`config.mk`:
```
export PLATFORM = sky130hd
export DESIGN_NAME = dmux_router_flat
export DESIGN_NICKNAME = d
export VERILOG_FILES = /design/src/rtl/dmux_pkg.sv /design/src/rtl/dmux_router_if.sv /design/src/rtl/dmux_chan_fifo.sv /design/src/rtl/dmux_router.sv /design/src/flat_wrapper.sv
export SDC_FILE = /design/constraint.sdc
export NUM_CORES = 1
export LEC_CHECK = 0
export CORE_MARGIN = 2
export CORE_UTILIZATION = 50
export CTS_BUF_LIST = sky130_fd_sc_hd__clkbuf_4
export DETAILED_ROUTE_END_ITERATION = 8
export PLACE_DENSITY = 0.85
export SYNTH_ARGS = -nofsm -noshare
export SYNTH_HDL_FRONTEND = slang
export SYNTH_SLANG_ARGS = --single-unit
```
`constraint.sdc`:
```
create_clock -name clk_in -period 3.3 [get_ports clk_in]
set_clock_uncertainty 0.1 [all_clocks]
set_input_delay 0.66 -clock clk_in [delete_from_list [all_inputs] [get_ports clk_in]]
set_output_delay 0.66 -clock clk_in [all_outputs]
set_load 0.1 [all_outputs]
```
`src/rtl/dmux_pkg.sv`:
```
// Shared types for the stream demultiplexer: per-channel buffer state and counter width.
package dmux_pkg;

  typedef enum logic [1:0] {
    EMPTY = 2'd0,
    ONE   = 2'd1,
    FULL  = 2'd2
  } chan_state_t;

  localparam int CNT_W = 16;

endpackage

```
`src/rtl/dmux_router_if.sv`:
```
// Producer-side stream plus per-channel consumer ports of the demultiplexer.
interface dmux_router_if #(
  parameter int WIDTH = 16,
  parameter int N_OUT = 4
);
  localparam int SEL_W = $clog2(N_OUT);

  logic [WIDTH-1:0]             data_in;
  logic [SEL_W-1:0]             sel_in;
  logic                         valid_in;
  logic                         ready_out;
  logic [N_OUT-1:0][WIDTH-1:0]  data_out;
  logic [N_OUT-1:0]             valid_out;
  logic [N_OUT-1:0]             ready_in;
  logic                         err_out;
  logic [dmux_pkg::CNT_W-1:0]   xfer_cnt_out;

  modport master (
    output data_in, sel_in, valid_in, ready_in,
    input  ready_out, data_out, valid_out, err_out, xfer_cnt_out
  );

  modport slave (
    input  data_in, sel_in, valid_in, ready_in,
    output ready_out, data_out, valid_out, err_out, xfer_cnt_out
  );

endinterface

```
`src/rtl/dmux_chan_fifo.sv`:
```
// Two-entry per-channel buffer; a push is visible on head_o after the edge (pop possible next edge).
// Never pushed while FULL: the router holds its ready low for this channel.
module dmux_chan_fifo
  import dmux_pkg::*;
#(
  parameter int WIDTH = 16
) (
  input  logic             clk_i,
  input  logic             rst_i,
  input  logic             push_i,
  input  logic             pop_i,
  input  logic [WIDTH-1:0] din_i,
  output logic [WIDTH-1:0] head_o,
  output chan_state_t      state_o
);

  chan_state_t      state_q, state_d;
  logic [WIDTH-1:0] head_q, head_d;
  logic [WIDTH-1:0] tail_q, tail_d;

  always_ff @(posedge clk_i) begin
    if (rst_i) begin
      state_q <= EMPTY;
      head_q  <= '0;
      tail_q  <= '0;
    end else begin
      state_q <= state_d;
      head_q  <= head_d;
      tail_q  <= tail_d;
    end
  end

  always_comb begin
    state_d = state_q;
    head_d  = head_q;
    tail_d  = tail_q;
    case (state_q)
      EMPTY: begin
        if (push_i) begin
          head_d  = din_i;
          state_d = ONE;
        end
      end
      ONE: begin
        // simultaneous push/pop keeps one word: the incoming word becomes the head
        if (push_i && pop_i) begin
          head_d = din_i;
        end else if (push_i) begin
          tail_d  = din_i;
          state_d = FULL;
        end else if (pop_i) begin
          state_d = EMPTY;
        end
      end
      FULL: begin
        if (pop_i) begin
          head_d  = tail_q;
          state_d = ONE;
        end
      end
      default: state_d = EMPTY;
    endcase
  end

  assign head_o  = head_q;
  assign state_o = state_q;

endmodule

```
`src/rtl/dmux_router.sv`:
```
// 1-to-N registered demux: word accepted at edge k is at its channel head after k; one word/cycle per channel.
// ready_out reflects only the selected channel's FULL state (never ready_in); out-of-range selects are dropped.
module dmux_router
  import dmux_pkg::*;
#(
  parameter int WIDTH = 16,
  parameter int N_OUT = 4
) (
  input logic          clk_in,
  input logic          rst_in,
  dmux_router_if.slave bus
);

  localparam int SEL_W = $clog2(N_OUT);

  chan_state_t                 st_w [N_OUT];
  logic [N_OUT-1:0]            hit_w, full_w, valid_w, push_w, pop_w;
  logic [N_OUT-1:0][WIDTH-1:0] head_w;
  logic                        rdy_w, accept_w, drop_w;
  logic [CNT_W-1:0]            pops_w;
  logic                        err_q, err_d;
  logic [CNT_W-1:0]            cnt_q, cnt_d;

  always_comb begin
    hit_w = '0;
    for (int c = 0; c < N_OUT; c++) begin
      hit_w[c] = (bus.sel_in == SEL_W'(c));
    end
  end

  // no channel matched means the drop path, which is always ready
  always_comb begin
    rdy_w = 1'b1;
    for (int c = 0; c < N_OUT; c++) begin
      if (hit_w[c]) rdy_w = !full_w[c];
    end
  end

  assign accept_w = bus.valid_in && rdy_w;
  assign drop_w   = accept_w && !(|hit_w);
  assign push_w   = hit_w & {N_OUT{accept_w}};
  assign pop_w    = valid_w & bus.ready_in;

  for (genvar c = 0; c < N_OUT; c++) begin : g_chan
    dmux_chan_fifo #(.WIDTH(WIDTH)) u_fifo (
      .clk_i   (clk_in),
      .rst_i   (rst_in),
      .push_i  (push_w[c]),
      .pop_i   (pop_w[c]),
      .din_i   (bus.data_in),
      .head_o  (head_w[c]),
      .state_o (st_w[c])
    );
    assign full_w[c]  = (st_w[c] == FULL);
    assign valid_w[c] = (st_w[c] != EMPTY);
  end

  always_comb begin
    pops_w = '0;
    for (int c = 0; c < N_OUT; c++) begin
      pops_w = pops_w + CNT_W'(pop_w[c]);
    end
  end

  assign err_d = drop_w;
  assign cnt_d = cnt_q + pops_w;

  always_ff @(posedge clk_in) begin
    if (rst_in) begin
      err_q <= 1'b0;
      cnt_q <= '0;
    end else begin
      err_q <= err_d;
      cnt_q <= cnt_d;
    end
  end

  assign bus.ready_out    = rdy_w;
  assign bus.data_out     = head_w;
  assign bus.valid_out    = valid_w;
  assign bus.err_out      = err_q;
  assign bus.xfer_cnt_out = cnt_q;

endmodule
```
`src/flat_wrapper.sv`:
```
// flat-port wrapper written by rule: the top's interface ports become plain ports
module dmux_router_flat import dmux_pkg::*;
#(
  parameter int WIDTH = 16,
  parameter int N_OUT = 4
)
  (clk_in, rst_in, bus_data_in, bus_sel_in, bus_valid_in, bus_ready_in, bus_ready_out, bus_data_out, bus_valid_out, bus_err_out, bus_xfer_cnt_out);
  dmux_router_if #(.WIDTH(WIDTH), .N_OUT(N_OUT)) bus_i ();
  input logic clk_in;
  input logic rst_in;
  input wire logic [$bits(bus_i.data_in)-1:0] bus_data_in;
  input wire logic [$bits(bus_i.sel_in)-1:0] bus_sel_in;
  input wire logic [$bits(bus_i.valid_in)-1:0] bus_valid_in;
  input wire logic [$bits(bus_i.ready_in)-1:0] bus_ready_in;
  output wire logic [$bits(bus_i.ready_out)-1:0] bus_ready_out;
  output wire logic [$bits(bus_i.data_out)-1:0] bus_data_out;
  output wire logic [$bits(bus_i.valid_out)-1:0] bus_valid_out;
  output wire logic [$bits(bus_i.err_out)-1:0] bus_err_out;
  output wire logic [$bits(bus_i.xfer_cnt_out)-1:0] bus_xfer_cnt_out;
  assign bus_i.data_in = bus_data_in;
  assign bus_i.sel_in = bus_sel_in;
  assign bus_i.valid_in = bus_valid_in;
  assign bus_i.ready_in = bus_ready_in;
  assign bus_ready_out = bus_i.ready_out;
  assign bus_data_out = bus_i.data_out;
  assign bus_valid_out = bus_i.valid_out;
  assign bus_err_out = bus_i.err_out;
  assign bus_xfer_cnt_out = bus_i.xfer_cnt_out;
  dmux_router #(.WIDTH(WIDTH), .N_OUT(N_OUT)) u_core (.clk_in(clk_in), .rst_in(rst_in), .bus(bus_i));
endmodule
```
# After elaboration in Yosys (flattened, before gate mapping)
# Cells that the tools add are included.
dict set report op_classes {
  muxes 44
  addsub 4
  n_eq_ne 31
  n_bitwise 6
  reduce_logical 37
}
# op n
set ops {}
lappend ops {{$mux 16} 12}
lappend ops {{$pmux 16 s3} 4}
lappend ops {{$mux 2} 20}
lappend ops {{$add 16x1->16} 2}
lappend ops {{$reduce_and 4->1} 8}
lappend ops {{$ne 2x2->1 const B} 12}
lappend ops {{$pmux 2 s3} 4}
lappend ops {{$add 16x16->16} 1}
lappend ops {{$eq 2x2->1 const B} 6}
lappend ops {{$ne 3x1->1 const B} 4}
lappend ops {{$reduce_and 3->1} 4}
lappend ops {{$reduce_bool 3->1} 4}
lappend ops {{$eq 2x1->1 const B} 5}
lappend ops {{$logic_not 2->1} 5}
lappend ops {{$and 4x4->4} 2}
lappend ops {{$ne 2x1->1 const B} 4}
lappend ops {{$reduce_bool 2->1} 4}
lappend ops {{$logic_and 1x1->1} 6}
lappend ops {{$logic_not 1->1} 5}
lappend ops {{$mux 1} 4}
lappend ops {{$not 1->1} 4}
lappend ops {{$reduce_or 4->1} 1}
lappend ops {{$add 1x1->2} 1}
dict set report word_totals {
  reg_bits 153
  wordCells 136
  output_inout_bits 86
  in_bits 25
}

# Depth between registers and ports, before layout
dict set report depth {
  word_depth 11
  ltp_mapped 11
  ltp_nobuf 11
}

# Cells and area by module
# Synthesis repeated with hierarchy kept, for this count alone.
dict set report hier_totals {
  cells_unflattened 753
  hier_area_um2 7103.1
}
# module n_inst cells_each area_each_um2
set by_module_without_submodules {}
lappend by_module_without_submodules {dmux_chan_fifo 4 159 1536.5}
lappend by_module_without_submodules {dmux_router 1 117 957.2}

# Worst setup path before layout
# OpenSTA, ideal clock, no wires.
dict set report synth_path {
  kind {register to output}
  start {register u_core.g_chan[0].u_fifo.state_q[1]}
  end {output bus_ready_out}
  path_stages_with_launch 6
  path_slack_ns -0.604
  arrival_time_ns 3.144
  n_path_buf 2
  cell_sequence {dfxtp_1 -> nand2b_1 -> buf_2 -> buf_2 -> o21ai_0 -> o21ai_0}
}
dict set report synth_via {
  elab_chain_len 6
}
# element line_no
set synth_lines {}
lappend synth_lines {{from (decl)} dmux_chan_fifo.sv:17} ;# chan_state_t state_q, state_d;
lappend synth_lines {{from (signal assigned)} dmux_chan_fifo.sv:27} ;# state_q <= state_d;
lappend synth_lines {{$eq 2x2->1} dmux_router.sv:54} ;# assign full_w[c] = (st_w[c] == FULL);
lappend synth_lines {{$logic_not 1->1} dmux_router.sv:35} ;# if (hit_w[c]) rdy_w = !full_w[c];
lappend synth_lines {{$mux 1 (4 in series)} dmux_router.sv:35}
lappend synth_lines {{to (decl)} flat_wrapper.sv:15} ;# output wire logic [$bits(bus_i.ready_out)-1:0] bus_ready_out;
# Every way passes these cells.

# Worst setup path after layout
dict set report layout_path {
  start {register u_core.g_chan[0].u_fifo.state_q[0]}
  end {register u_core.cnt_q[14], in the netlist u_core.bus.xfer_cnt_out[14]}
}
dict set report layout_via {
  elab_chain_len 6
}
# element line_no
set layout_lines {}
lappend layout_lines {{$reduce_bool 2->1} dmux_router.sv:55} ;# assign valid_w[c] = (st_w[c] != EMPTY);
lappend layout_lines {{$and 4x4->4} dmux_router.sv:42} ;# assign pop_w = valid_w & bus.ready_in;
lappend layout_lines {{$add 1x1->2} dmux_router.sv:61} ;# pops_w = pops_w + CNT_W'(pop_w[c]);
lappend layout_lines {{$add 16x1->16 (2 in series)} dmux_router.sv:61}
lappend layout_lines {{$add 16x16->16} dmux_router.sv:66} ;# assign cnt_d = cnt_q + pops_w;
lappend layout_lines {{to (signal assigned)} dmux_router.sv:74} ;# cnt_q <= cnt_d;
lappend layout_lines {{to (decl)} dmux_router.sv:22} ;# logic [CNT_W-1:0] cnt_q, cnt_d;
# Every way passes these cells.
# A chain may end at the register's enable or synchronous reset.

==> summary.txt <==
Yosys
  – Distinct cells, synth: 45
  – Seq/Total Area, Yosys: 45.50%
  – Synth Register Bits: 153
  – Synth Area in Compound Gates: 11.84%
  – Average size of a mapped cell: 10.05 um2
  – Mapped Area: 6731 um2
  – Synth Area in Adders: 1.524%
  – Ys Warns: 0
  – EDFF count, synth: 0
  – Simple-Gate Fraction of Synth Area: 14.37%
  – Cells after Synth: 670
  – Main combinational cell family by area after synthesis: multiplexers
  – Mapped Nets: 702
  – Post-synth ARST share: 0%
  – Post-synthesis mux area share: 20.59%
  – Post-synth top flop: dfxtp_1
  – Post-synthesis xor/xnor area fraction: 1.041%

Global routing
  – Pin count of the biggest net entering global routing: 69
  – Grt met2 use: 34.55%
  – Total track usage: 20.97%
  – Gr busiest metal: met2
  – Initial antenna violation count: 0
  – First-pass GRT wire length: 23.92 mm
  – Met1 Track Usage GR: 26.56%
  – Global route overflow: 0
  – Met3 Usage GRT: 4.563%
  – Vias in the first global route: 4,964

STA
  – Worst slew pin tran: 595.6 ps
  – Endpoints failing setup: 0
  – Final Hold Viols: 0
  – Fmax achieved: 315.2 MHz
  – Tcrit/Tclk final: 96.13%
  – RSZ-0062 raised after global routing: false
  – Min Tclk post-route: 3172 ps
  – Max_slew headroom: 60.30%
  – Slew Viols, Final: 0

Routing
  – Initial DRT Pass Iterations: 4
  – Final wirelength: 14.86 mm
  – Post-route DRC: 0
  – Routed len/inst: 15.64 um
  – Vias per cell: 5.335
  – ANT nets after route: 0
  – Via count: 5,068
  – 1st-iter DRT viols: 282

Clocking
  – Clock slew at reported path FFs: 130 ps
  – Max clock buf depth: 2
  – CTS Buf Count: 17
  – Clock root cell: clkbuf_4
  – H-tree Lvls: 4
  – Post-CTS Setup Inserts: 0
  – Post-CTS Hold Buffers: 0
  – CTS tree: yes
  – Clock sinks: 153
  – Clock network latency to the later pin of the worst-skew pair: 560 ps

Power
  – VDD IR max: 0.0002299 V
  – PwrDens: 480.3 nW/um2
  – Leakage power: 3.600 nW

Setup path
  – Path depth of the worst reg2reg path: 11
  – Slowest CP cell: fa_1
  – Critical Path Most Common Cell: ha_1
  – CP Data Arrival Time: 3540 ps
  – WS Path Type: register to register
  – Crit end category: register
  – CP delay by family, top: adder cells
  – Setup crit start kind: register
  – Highest fanout seen on the critical path: 5
  – Crit-path cells: or2_4 -> and2_1 -> ha_1 -> fa_1 -> ha_1 -> inv_1 -> fa_2 -> nor2b_4 -> o2111ai_2 -> nor2_1 -> mux2_2
  – Worst path bufs/invs: 1
  – CP max stage delay: 520 ps
  – Req. time, crit path: 3670 ps
  – Critical Path Stages: 11

Die
  – CORE AREA: 13,190 um2
  – Initial Util: 51.03%
  – Row count: 42
  – I/O Pins: 111
  – Die height: 120.0 um
  – Die W: 120.0 um
  – Die Area: 14,410 um2

Cells and area
  – Antenna cells: 0
  – Area grow syn2layout: 19.52%
  – Post-route cell area: 8045 um2
  – Fin nets: 793
  – Final core occ: 60.99%
  – Layout cells sized above 1: 23.26%

Hold path
  – Worst Hold Class: register to register
  – Hold Path Cell Cnt: 2

Placed design
  – RePlAce Congestion: 0.8727
  – Port Buf Inserts: 110
  – DP HPWL: 10.58 mm
  – Placed cell areas: 7736 um2

Job
  – Max-cap violations: 0

Status
  – Status: completed
==> cell usage after synthesis, drive strengths merged (3+ instances only) <==
library cell / instances / area [um2]
mux2i: 134 / 1341
nor2b: 15 / 93.84
mux2: 4 / 45.04
nor3: 3 / 15.01
buf: 27 / 198.9
nand2b: 5 / 31.28
dfxtp: 153 / 3063
ha: 5 / 62.56
and2: 5 / 31.28
o21a: 3 / 22.52
o31ai: 3 / 63.81
clkbuf: 35 / 131.4
nand2: 8 / 30.03
inv: 3 / 11.26
o22a: 4 / 35.03
or2: 4 / 25.02
or3b: 3 / 26.28
o21ai: 5 / 25.02
a211oi: 65 / 558.0
nand3b: 7 / 77.58
a21oi: 5 / 25.02
xnor2: 3 / 26.28
nor2: 147 / 551.8
xor2: 5 / 43.79
==> stage by stage <==
stage                     setup TNS (ps)  hold WS [ps]  std cells  power, mW  worst slack [ps]
after floorplan                   -5.142         363.0        670      2.527            -5.142
after global placement             -2596         374.1        918      2.680            -348.5
after detailed placement           -3729         384.1        918      2.694            -439.8
after CTS                              0         415.1        950      3.894             59.73
after global routing                   0         426.6        950      4.004             4.482
final                                  0         411.6        950      3.864             127.6
==> placed cells by master, fill, tap and decap left out, types with 5 or more instances in the layout <==
cell type / count
dfxtp_1: 150
nor2_1: 147
mux2i_1: 134
buf_4: 109
a211oi_1: 51
clkdlybuf4s50_1: 23
clkbuf_4: 17
a211oi_2: 14
nor2b_1: 11
nand2_1: 8
nand2b_1: 5
nand3b_1: 5
xor2_1: 5
a21oi_1: 5
ha_1: 5
==> layer usage <==
layer | vias up | wire length (um)
li1 | 2521 | -
met4 | 0 | 336
met1 | 2426 | 6812
met3 | 24 | 493
met5 | - | 0
met2 | 97 | 7214
==> flip-flops by register name (all words and copies together), names as in the netlist <==
name,cells
u_core.g_chan.u_fifo.state_o,8
u_core.bus.xfer_cnt_out,16
u_core.g_chan.u_fifo.tail_q,64
u_core.g_chan.u_fifo.head_o,64
u_core.bus.err_out,1
==> cell type report <==
type | count | area [um2]
tap | 176 | 220.2
multi-input combinational | 452 | 3358
sequential | 153 | 3067
timing repair buffer | 134 | 1089
clock inverter | 15 | 172.7
fill | 1086 | 5145
inverter | 3 | 11.26
clock buffer | 17 | 127.6
==> worst paths after layout <==
check	start	end	slack, ps
min reg2reg	u_core.g_chan[3].u_fifo.head_o[15]$_SDFFE_PP0P_	u_core.g_chan[3].u_fifo.head_o[15]$_SDFFE_PP0P_	410
max reg2reg	u_core.g_chan[0].u_fifo.state_o[0]$_SDFFE_PP0P_	u_core.bus.xfer_cnt_out[14]$_SDFF_PP0_	130
max	u_core.g_chan[0].u_fifo.state_o[0]$_SDFFE_PP0P_	u_core.bus.xfer_cnt_out[14]$_SDFF_PP0_	130
min	u_core.g_chan[3].u_fifo.head_o[15]$_SDFFE_PP0P_	u_core.g_chan[3].u_fifo.head_o[15]$_SDFFE_PP0P_	410
==> power by group <==
part,switching (mW),internal (mW),total (mW)
Combinational,0.543,0.178,0.721
Clock,0.683,0.527,1.21
Sequential,0.0325,1.90,1.93
==> kinds of logic (layout without fill, tap and decap cells) <==
kind of cell / count (synthesis) / count (layout)
mux: 138 / 138
simple gates: 207 / 207
xor+xnor: 8 / 8
other cells: 1 / 1
buf+inv: 65 / 169
flops: 153 / 153
fa+ha+maj: 7 / 7
compound gates: 91 / 91
==> worst min-delay path, cell delays in order, from the launching register on <==
cell	delay, ps
dfxtp_1	330
nor2_1	100
a211oi_1	50
==> timing repair <==
action,CTS,global route
endpoints found under the hold margin,0,0
gates resized for setup,0,3
endpoints found under the setup margin,0,4
No activity file was read; power rests on OpenSTA's default activity.
